--- src/rtl/program_loader_pkg.sv ---
// Shared constants for the boot-time program loader: FSM encoding,
// memory direction values and stream byte order.
package program_loader_pkg;

  localparam logic [2:0] ST_IDLE   = 3'd0;
  localparam logic [2:0] ST_LEN_LO = 3'd1;
  localparam logic [2:0] ST_LEN_HI = 3'd2;
  localparam logic [2:0] ST_DATA   = 3'd3;
  localparam logic [2:0] ST_WRITE  = 3'd4;
  localparam logic [2:0] ST_CHECK  = 3'd5;
  localparam logic [2:0] ST_DONE   = 3'd6;
  localparam logic [2:0] ST_ERROR  = 3'd7;

  localparam logic MEM_WRITE = 1'b1;
  localparam logic MEM_READ  = 1'b0;

  // Little-endian stream: the first byte of a word lands in bits [7:0].
  localparam logic [1:0] FIRST_LANE = 2'd0;
  localparam logic [1:0] LAST_LANE  = 2'd3;

  function automatic logic takes_bytes(input logic [2:0] st);
    return (st == ST_LEN_LO) || (st == ST_LEN_HI) ||
           (st == ST_DATA)   || (st == ST_CHECK);
  endfunction

endpackage

--- src/rtl/program_loader_byte_packer.sv ---
// Assembles four accepted bytes into a little-endian 32-bit word and
// strobes word_ready on the edge that accepts the last byte.
module program_loader_byte_packer
  import program_loader_pkg::*;
(
  input  logic        clk,
  input  logic        reset,
  input  logic        clear,
  input  logic        accept,
  input  logic [7:0]  byte_in,
  output logic [31:0] word,
  output logic        word_ready
);

  logic [1:0]  lane_q, lane_d;
  logic [31:0] word_q, word_d;

  always_comb begin
    lane_d = lane_q;
    word_d = word_q;
    if (clear) begin
      lane_d = FIRST_LANE;
    end else if (accept) begin
      word_d[{lane_q, 3'b000} +: 8] = byte_in;
      lane_d = lane_q + 2'd1;
    end
  end

  always_ff @(posedge clk or negedge reset) begin
    if (!reset) begin
      lane_q <= FIRST_LANE;
    end else begin
      lane_q <= lane_d;
    end
  end

  // Word lanes are pure data; every lane is rewritten before it is consumed.
  always_ff @(posedge clk) begin
    word_q <= word_d;
  end

  assign word       = word_q;
  assign word_ready = accept && (lane_q == LAST_LANE);

endmodule

--- src/rtl/program_loader.sv ---
// Boot loader: parses a length-prefixed, XOR-checksummed byte stream into
// sequential 32-bit memory writes, then releases the control unit.
module program_loader
  import program_loader_pkg::*;
#(
  parameter int ADDR_W    = 10,
  parameter int DATA_W    = 32,
  parameter int BASE_ADDR = 0
) (
  input  logic              clk,
  input  logic              reset,
  input  logic              start,
  input  logic [7:0]        byte_in,
  input  logic              byte_valid,
  output logic              byte_ready,
  output logic              mem_e,
  output logic              mem_rw,
  output logic [ADDR_W-1:0] mem_add,
  output logic [DATA_W-1:0] mem_wData,
  output logic              cpu_hold,
  output logic              done,
  output logic              error,
  output logic [ADDR_W:0]   words_loaded
);

  localparam logic [31:0]       MAX_WORDS = (32'd1 << ADDR_W) - 32'(BASE_ADDR);
  localparam logic [ADDR_W-1:0] ADDR_INIT = ADDR_W'(BASE_ADDR);

  logic [2:0]        state_q, state_d;
  logic              ready_q, ready_d;
  logic [ADDR_W-1:0] addr_q, addr_d;
  logic [DATA_W-1:0] wdata_q, wdata_d;
  logic              hold_q, hold_d;
  logic              done_q, done_d;
  logic              error_q, error_d;
  logic [ADDR_W:0]   wl_q, wl_d;
  logic [7:0]        acc_q, acc_d;
  logic [7:0]        len_lo_q, len_lo_d;
  logic [15:0]       len_q, len_d;

  logic        accept;
  logic        load_go;
  logic        last_word;
  logic [31:0] pk_word;
  logic        pk_word_ready;

  assign accept    = byte_valid && ready_q;
  assign load_go   = start && ((state_q == ST_IDLE) || (state_q == ST_DONE) ||
                               (state_q == ST_ERROR));
  assign last_word = (32'(wl_q) + 32'd1) == 32'(len_q);

  program_loader_byte_packer u_packer (
    .clk        (clk),
    .reset      (reset),
    .clear      (load_go),
    .accept     (accept && (state_q == ST_DATA)),
    .byte_in    (byte_in),
    .word       (pk_word),
    .word_ready (pk_word_ready)
  );

  always_comb begin
    state_d  = state_q;
    addr_d   = addr_q;
    wdata_d  = wdata_q;
    wl_d     = wl_q;
    acc_d    = acc_q;
    len_lo_d = len_lo_q;
    len_d    = len_q;
    case (state_q)
      ST_IDLE, ST_DONE, ST_ERROR: begin
        if (start) begin
          state_d = ST_LEN_LO;
          wl_d    = '0;
          acc_d   = '0;
          addr_d  = ADDR_INIT;
        end
      end
      ST_LEN_LO: begin
        if (accept) begin
          len_lo_d = byte_in;
          acc_d    = acc_q ^ byte_in;
          state_d  = ST_LEN_HI;
        end
      end
      ST_LEN_HI: begin
        if (accept) begin
          len_d   = {byte_in, len_lo_q};
          acc_d   = acc_q ^ byte_in;
          state_d = ((len_d != 16'd0) && ({16'd0, len_d} <= MAX_WORDS)) ? ST_DATA : ST_ERROR;
        end
      end
      ST_DATA: begin
        if (accept) begin
          acc_d = acc_q ^ byte_in;
          if (pk_word_ready) state_d = ST_WRITE;
        end
      end
      ST_WRITE: begin
        // The final address is held so mem_add never steps past the image.
        wl_d    = wl_q + (ADDR_W+1)'(1);
        wdata_d = pk_word[DATA_W-1:0];
        if (last_word) begin
          state_d = ST_CHECK;
        end else begin
          addr_d  = addr_q + ADDR_W'(1);
          state_d = ST_DATA;
        end
      end
      ST_CHECK: begin
        if (accept) begin
          acc_d   = acc_q ^ byte_in;
          state_d = (acc_d == 8'h00) ? ST_DONE : ST_ERROR;
        end
      end
      default: state_d = ST_IDLE;
    endcase

    ready_d = takes_bytes(state_d);
    hold_d  = (state_d != ST_DONE);
    done_d  = (state_d == ST_DONE);
    error_d = (state_d == ST_ERROR);
  end

  always_ff @(posedge clk or negedge reset) begin
    if (!reset) begin
      state_q  <= ST_IDLE;
      ready_q  <= 1'b0;
      addr_q   <= ADDR_INIT;
      wdata_q  <= '0;
      hold_q   <= 1'b1;
      done_q   <= 1'b0;
      error_q  <= 1'b0;
      wl_q     <= '0;
      acc_q    <= '0;
      len_lo_q <= '0;
      len_q    <= '0;
    end else begin
      state_q  <= state_d;
      ready_q  <= ready_d;
      addr_q   <= addr_d;
      wdata_q  <= wdata_d;
      hold_q   <= hold_d;
      done_q   <= done_d;
      error_q  <= error_d;
      wl_q     <= wl_d;
      acc_q    <= acc_d;
      len_lo_q <= len_lo_d;
      len_q    <= len_d;
    end
  end

  // The write cycle presents the freshly packed word; otherwise the last one is held.
  assign mem_e        = (state_q == ST_WRITE);
  assign mem_rw       = (state_q == ST_WRITE) ? MEM_WRITE : MEM_READ;
  assign mem_wData    = (state_q == ST_WRITE) ? pk_word[DATA_W-1:0] : wdata_q;
  assign mem_add      = addr_q;
  assign byte_ready   = ready_q;
  assign cpu_hold     = hold_q;
  assign done         = done_q;
  assign error        = error_q;
  assign words_loaded = wl_q;

endmodule

--- config.mk ---
export PLATFORM = sky130hd
export DESIGN_NAME = program_loader
export DESIGN_NICKNAME = d
export VERILOG_FILES = /design/src/rtl/program_loader_pkg.sv /design/src/rtl/program_loader_byte_packer.sv /design/src/rtl/program_loader.sv
export SDC_FILE = /design/constraint.sdc
export NUM_CORES = 1
export LEC_CHECK = 0
export BUFFER_PORTS_ARGS = -buffer_cell sky130_fd_sc_hd__buf_2
export CORE_MARGIN = 4
export CORE_UTILIZATION = 53
export CTS_CLUSTER_DIAMETER = 100
export CTS_CLUSTER_SIZE = 20
export DETAILED_ROUTE_END_ITERATION = 7
export PLACE_DENSITY_LB_ADDON = 0.3
export SLEW_MARGIN = 20
export SYNTH_ARGS = -nofsm -noshare
export SYNTH_HDL_FRONTEND = slang
export SYNTH_SLANG_ARGS = --single-unit
--- constraint.sdc ---
create_clock -name clk -period 7.9 [get_ports clk]
set_input_delay 0.395 -clock clk [delete_from_list [all_inputs] [get_ports clk]]
set_output_delay 0.395 -clock clk [all_outputs]
set_load 0.1 [all_outputs]
==> results.md, run 1 <==
- First-pass iteration count of the detailed router: 5
- Final Hold Vio Count: 0
- WHS Endpoint: acc_q[7]
- CTS clk-pin slew, worst paths: around 0.06 ns
- Crit-path max FO: 51
- Synth area leader: dfrtp_1
- Worst-Skew Late Latency: about 0.51 ns
- GP Congestion: approximately 0.85
- Cts repair resizes: 0
- P&R area growth vs syn: 17.5%
- Post-route setup TNS: 0 ns
- Max clock buf depth: 2
- Max cap viols: 0
- Synth Cell Area: a little under 6000 µm²
- Top-area cell type share of the netlist area: ~40%
- Drt drc: 0
- I/O pin count: roughly 70
- GR Util All Layers: roughly a fifth
- Postcts setup bufs: 0
- Largest net degree at the start of global routing: 63
- Via count: between 4,000 and 5,000
- Clock root buffer: clkbuf_8
- Ys async rst share: between 70% and 80%
- Hold/Removal Path Class: input pin to flip-flop
- IO Port Bufs: 70
- Post-synth EDFFs: 32
- Main flop type after synthesis: dfrtp_1
- FF-to-FF End: words_loaded[7]
- Htree depth: 4
- Total clock sinks: about 130
- Critical path class: flip-flop to output port
- Routed wire length: approximately 13 mm
- RSZ-0062 raised after global routing: no
- Syn Area/Cell: around 10 µm²
- Status: complete, no violations
- Routed wire per std cell: roughly 16 µm
- Core area: between 10,000 and 15,000 µm²
- Distinct cell type count after synthesis: 57
- Most frequent cell after synthesis: nand2_1
- Path depth of the worst reg2reg path: 6
- Post-synthesis register bit count: 126
- Drt initial violations: between 300 and 400
- Antenna violations before repair: 0
- Vias per cell: 5.51
- Tmin final: 4.11 ns
- Worst Clk Skew: 0.00461 ns
- Crit. End Element: output port
- # setup viols final: 0
- Cts hold-fix bufs: 1
- DP Wirelength: 8.44 mm
- Yosys warns: 0
- R2R setup slack: 4.81 ns
- Sequential area share after synthesis: a little under three fifths
- Largest cells by area after synthesis: dfrtp_1 40%, edfxtp_1 16%, nand2_1 8.5%
- Chip width: about 110 µm
- Overflow after GRT: 0
- Vias in the first global route: about 4,400
- Crit share post-route: between 50 and 60%
- DIE HEIGHT: about 110 µm
- Mapped Cells: ~560
- CP required: 7.51 ns
- CTS tree: yes
- WP data arrival: 3.72 ns
- Total CTS buffers: 17
- Worst Max-Slew Pin Slew: about 1.0 ns
- Syn_nets: approximately 580
- Final ANT Viol Nets: 0
- Die area: between 10,000 and 15,000 µm²
- Rows: 38
- CP startpoint kind: flip-flop
- Slew HR: 30.3%
- RR Startpoint: state_q[1]
- Min-delay src: byte_in[7]
- Total Nets Final: 641
- First-pass GRT wire length: 21.4 mm
- WHS Path Cells: 3
- Commonest cells post-synth: 132 x nand2_1, 93 x dfrtp_1, 39 x and2_1, 35 x o21ai_0, 32 x edfxtp_1
- Max-slew violations: 0
- Share of cells above drive strength 1: ~22%
- Max Fclk: ~240 MHz
- Initial Utilization: about 54%
- Antenna cells: 0
## cells by family (layout without fill, tap and decap cells)
family	after synthesis	after routing	share of synthesized area (%)
AO/OA/AOI/OAI	80	80	8.74
flip-flops	126	126	56.9
AND/OR/NAND/NOR	254	254	20.7
multiplexers	31	31	5.84
XOR/XNOR	23	23	3.46
adder cells (fa/ha/maj)	7	7	1.50
buffers and inverters	38	114	2.88
## final cells by class
cell class                      count  area, µm²
Clock inverter                     10        111
Multi-Input combinational cell    395       2360
Sequential cell                   126       3310
Timing Repair Buffer               74        385
Fill cell                         843       3940
Tap cell                          140        175
Inverter                            8       30.0
Clock buffer                       22        473
## layout by cell type, fill, tap and decap left out, types with 4 or more instances in the layout
cell       instances
o211ai_1           4
mux2_2            24
buf_2             69
ha_1               7
dfrtp_1           93
nor2_1            21
clkinv_2           4
nand3_1           11
clkbuf_16         16
clkbuf_8           5
nand4_1            8
nor2b_1            4
and2_1            39
xor2_1            12
and3_1             6
buf_4              4
o21ai_0           35
xnor2_1           11
a21oi_1            9
nor3_1             7
mux2i_1            7
edfxtp_1          32
o31ai_1           10
nand2_1          132
inv_1              6
## worst max path at each step
| stage | to | slack, ns | start |
|---|---|---|---|
| 2_1_floorplan | state_q[1] | 4.65 | words_loaded[0] |
| 3_3_place_gp | mem_wData[31] | 4.49 | state_q[1] |
| 3_5_place_dp | mem_wData[31] | 4.36 | state_q[1] |
| 4_1_cts | mem_wData[31] | 3.76 | state_q[1] |
| 5_1_grt | mem_wData[31] | 3.37 | state_q[1] |
| 6_report | mem_wData[31] | 3.79 | state_q[1] |
## layer usage
layer / wire length, µm / vias to the layer above / GRT usage [%]
met4: 143 / 0 / 6.97
li1: - / 2043 / -
met1: 5580 / 2117 / 27.7
met5: 0 / - / 0
met2: 6240 / 101 / 33.9
met3: 632 / 12 / 5.51
## worst max-delay path, cell delays in order, from the launching register on
cell and delay [ns]:
dfrtp_1 0.54, clkinv_1 0.29, nand3_2 0.80, clkinv_1 0.63, buf_4 0.41, nand2_1 0.13, nand2_1 0.08, buf_2 0.30
## per-stage QoR
step / cells / utilization (%) / hold slack [ns] / worst slack, ns / cell area, µm²
final: 775 / 63.5 / 0.245 / 3.79 / 6850
after global routing: 775 / 63.5 / 0.249 / 3.37 / 6850
after CTS: 775 / 63.4 / 0.218 / 3.76 / 6850
after detailed placement: 742 / 57.9 / 0.365 / 4.36 / 6250
after global placement: 742 / 57.9 / 0.355 / 4.49 / 6250
after floorplan: 559 / - / 0.0994 / 4.65 / 5830
## registers in the layout (all words and copies together) (netlist names)
signal	flops
len_lo_q	8
done	1
state_q	3
u_packer.lane_q	2
byte_ready	1
u_packer.word	32
acc_q	8
cpu_hold	1
len_q	16
words_loaded	11
wdata_q	32
error	1
mem_add	10
Power of run 1 is not shown: default switching activity piles up to over one toggle a cycle in this logic, so the estimate is an artifact.
==> run 2, diff against run 1 <==
--- a/config.mk
+++ b/config.mk
@@ -7,7 +7,7 @@
 export LEC_CHECK = 0
 export BUFFER_PORTS_ARGS = -buffer_cell sky130_fd_sc_hd__buf_2
 export CORE_MARGIN = 4
-export CORE_UTILIZATION = 53
+export CORE_UTILIZATION = 52
 export CTS_CLUSTER_DIAMETER = 100
 export CTS_CLUSTER_SIZE = 20
 export DETAILED_ROUTE_END_ITERATION = 7
==> constraint.sdc (replaced) <==
create_clock -name clk -period 3.7 [get_ports clk]
set_input_delay 0.185 -clock clk [delete_from_list [all_inputs] [get_ports clk]]
set_output_delay 0.185 -clock clk [all_outputs]
set_load 0.1 [all_outputs]
==> run 2 against run 1 <==
Compared with the run above: die area increased by 1.8%; clock skew increased by 0.0040 ns; largest cell class unchanged; critical path type unchanged; register-to-register slack got worse by 4.0 ns; worst setup slack got worse by 3.1 ns; global-route usage increased by 0.40 points.
==> results.md, run 2 (synthesized netlist as in run 1, its figures left out) <==
- DIE HEIGHT: 114 µm (was 113 µm)
- Vias per cell: 5.49 (was 5.51)
- Vias in the first global route: 4,308 (was 4,355)
- Total CTS buffers: 17 (unchanged)
- Post-route setup TNS: 0 ns (unchanged)
- Fill count: 889 (was 843)
- CP startpoint kind: flip-flop (unchanged)
- Chip width: 114 µm (was 113 µm)
- Drt initial violations: 377 (was 371)
- Tmin final: approximately 3 ns
- Worst Max-Slew Pin Slew: 1.01 ns (was 1.04 ns)
- CTS clk-pin slew, worst paths: 0.05 ns (was 0.06 ns)
- Hold/Removal Path Class: input pin to flip-flop (unchanged)
- Max-slew violations: 0 (unchanged)
- Min-delay src: byte_in[6] (was byte_in[7])
- Critical path class: flip-flop to output port (unchanged)
- Crit share post-route: a little over 80%
- First-pass iteration count of the detailed router: 5 (unchanged)
- Path depth of the worst reg2reg path: 8 (was 6)
- WHS Path Cells: 3 (unchanged)
- Rows: 38 (unchanged)
- Worst hold slack: 0.0311 ns (was 0.245 ns)
- Antenna violations before repair: 0 (unchanged)
- CP Buf/Inv Count: 4 (unchanged)
- Highest cell delay on the worst timing path: 0.55 ns (was 0.80 ns)
- DP Wirelength: 8.46 mm (was 8.44 mm)
- Htree depth: 4 (unchanged)
- Worst Clk Skew: 0.00863 ns (was 0.00461 ns)
- Drt drc: 0 (unchanged)
- RSZ-0062 raised after global routing: no (unchanged)
- CP delay by family, top: buffers and inverters (unchanged)
- Postcts setup bufs: 0 (unchanged)
- GP Congestion: 0.888 (was 0.854)
- Max clock buf depth: 2 (unchanged)
- IO Port Bufs: 70 (unchanged)
- Routed wire per std cell: 16.4 µm (was 16.3 µm)
- R2R setup slack: 0.80 ns (was 4.81 ns)
- P&R area growth vs syn: 17.3% (was 17.5%)
- Setup crit start: state_q[1] (unchanged)
- CP required: 3.51 ns (was 7.51 ns)
- Slowest CP cell: dfrtp_1 (was nand3_2)
- Final Hold Vio Count: 0 (unchanged)
- Worst-Skew Late Latency: 0.52 ns (was 0.51 ns)
- # setup viols final: 0 (unchanged)
- Ordered list of cells on the worst path: clkinv_1 -> nand3_2 -> clkinv_1 -> buf_4 -> nand2_1 -> nand2_1 -> buf_2 (unchanged)
- Total clock sinks: 126 (unchanged)
- Routed wire length: 12.7 mm (was 12.6 mm)
- Status: complete, no violations (unchanged)
- Core area: 10,900 µm² (was 10,800 µm²)
- Most frequent cells in the layout: 132 x nand2_1, 93 x dfrtp_1, 69 x buf_2, 39 x and2_1, 35 x o21ai_0 (unchanged)
- Crit. End Element: output port (unchanged)
- Initial Utilization: 53.5% (was 54.0%)
- CTS tree: yes (unchanged)
- Overflow after GRT: 0 (unchanged)
- WP data arrival: 2.80 ns (was 3.72 ns)
- WHS Endpoint: acc_q[6] (was acc_q[7])
- Largest net degree at the start of global routing: 65 (was 63)
- Max Fclk: 335 MHz
- FF-to-FF End: state_q[1] (was words_loaded[7])
- Clock root buffer: clkbuf_8 (unchanged)
- GR Util All Layers: 21.3% (was 21.0%)
- Die area: 13,000 µm² (was 12,700 µm²)
- Final ANT Viol Nets: 0 (unchanged)
- Max cap viols: 0 (unchanged)
- Antenna cells: 0 (unchanged)
- Total Nets Final: 642 (was 641)
- I/O pin count: 71 (unchanged)
- Share of cells above drive strength 1: 21.9% (was 22.0%)
- Via count: 4,258 (was 4,273)
- Cts repair resizes: 0 (unchanged)
- Slew HR: 32.8% (was 30.3%)
- Crit-path max FO: 34 (was 51)
- Cts hold-fix bufs: 1 (unchanged)
- Commonest non-fill, non-tap cell in the layout: nand2_1 (unchanged)
- RR Startpoint: words_loaded[0] (was state_q[1])
- First-pass GRT wire length: 21.5 mm (was 21.4 mm)
==> run 2: cell types whose count changed in the layout (fill, tap and decap cells not counted), sizes merged <==
cell and change:
buf +1, clkinv -1, bufinv -2, clkinvlp -2, clkbuf +5
==> run 2: worst max-delay path by stage <==
stage | endpoint | slack [ns] | depth (start not counted)
final | mem_wData[28] | 0.71 | 7
after global routing | mem_wData[28] | 0.48 | 7
after CTS | mem_wData[28] | 0.71 | 7
after detailed placement | state_q[1] | 0.86 | 8
after global placement | state_q[1] | 0.93 | 8
after floorplan | state_q[1] | 0.45 | 11
==> run 2: stage by stage <==
step / instances / setup WS (ns) / area, µm² / utilization, %
global route: 776 / 0.477 / 6840 / 62.8
detailed placement: 743 / 0.856 / 6260 / 57.5
global placement: 743 / 0.931 / 6260 / 57.5
finish: 776 / 0.713 / 6840 / 62.8
CTS: 776 / 0.710 / 6830 / 62.7
floorplan: 559 / 0.447 / 5830 / -
==> run 2: per-layer routing <==
metal	vias up	global-route usage, %	share of wire [%]
met3	18	5.52	4.1
met2	107	34.0	48
met5	-	0	0
met1	2078	28.6	46
li1	2055	-	-
met4	0	7.44	1.7
==> run 2: tightest hold or removal path, stage by stage <==
cell,delay [ns]
buf_2,0.17
nand2_1,0.07
o21ai_0,0.06
==> run 2: area by class of cell <==
type                            count  area (µm²)  share of cell area, %
Clock buffer                       27         533                   7.80
Clock inverter                      5        27.5                  0.403
Inverter                            8        30.0                  0.439
Multi-Input combinational cell    395        2360                   34.6
Sequential cell                   126        3310                   48.5
Tap cell                          140         175                   2.56
Timing Repair Buffer               75         393                   5.75
Power of run 2 is left out for the same reason.
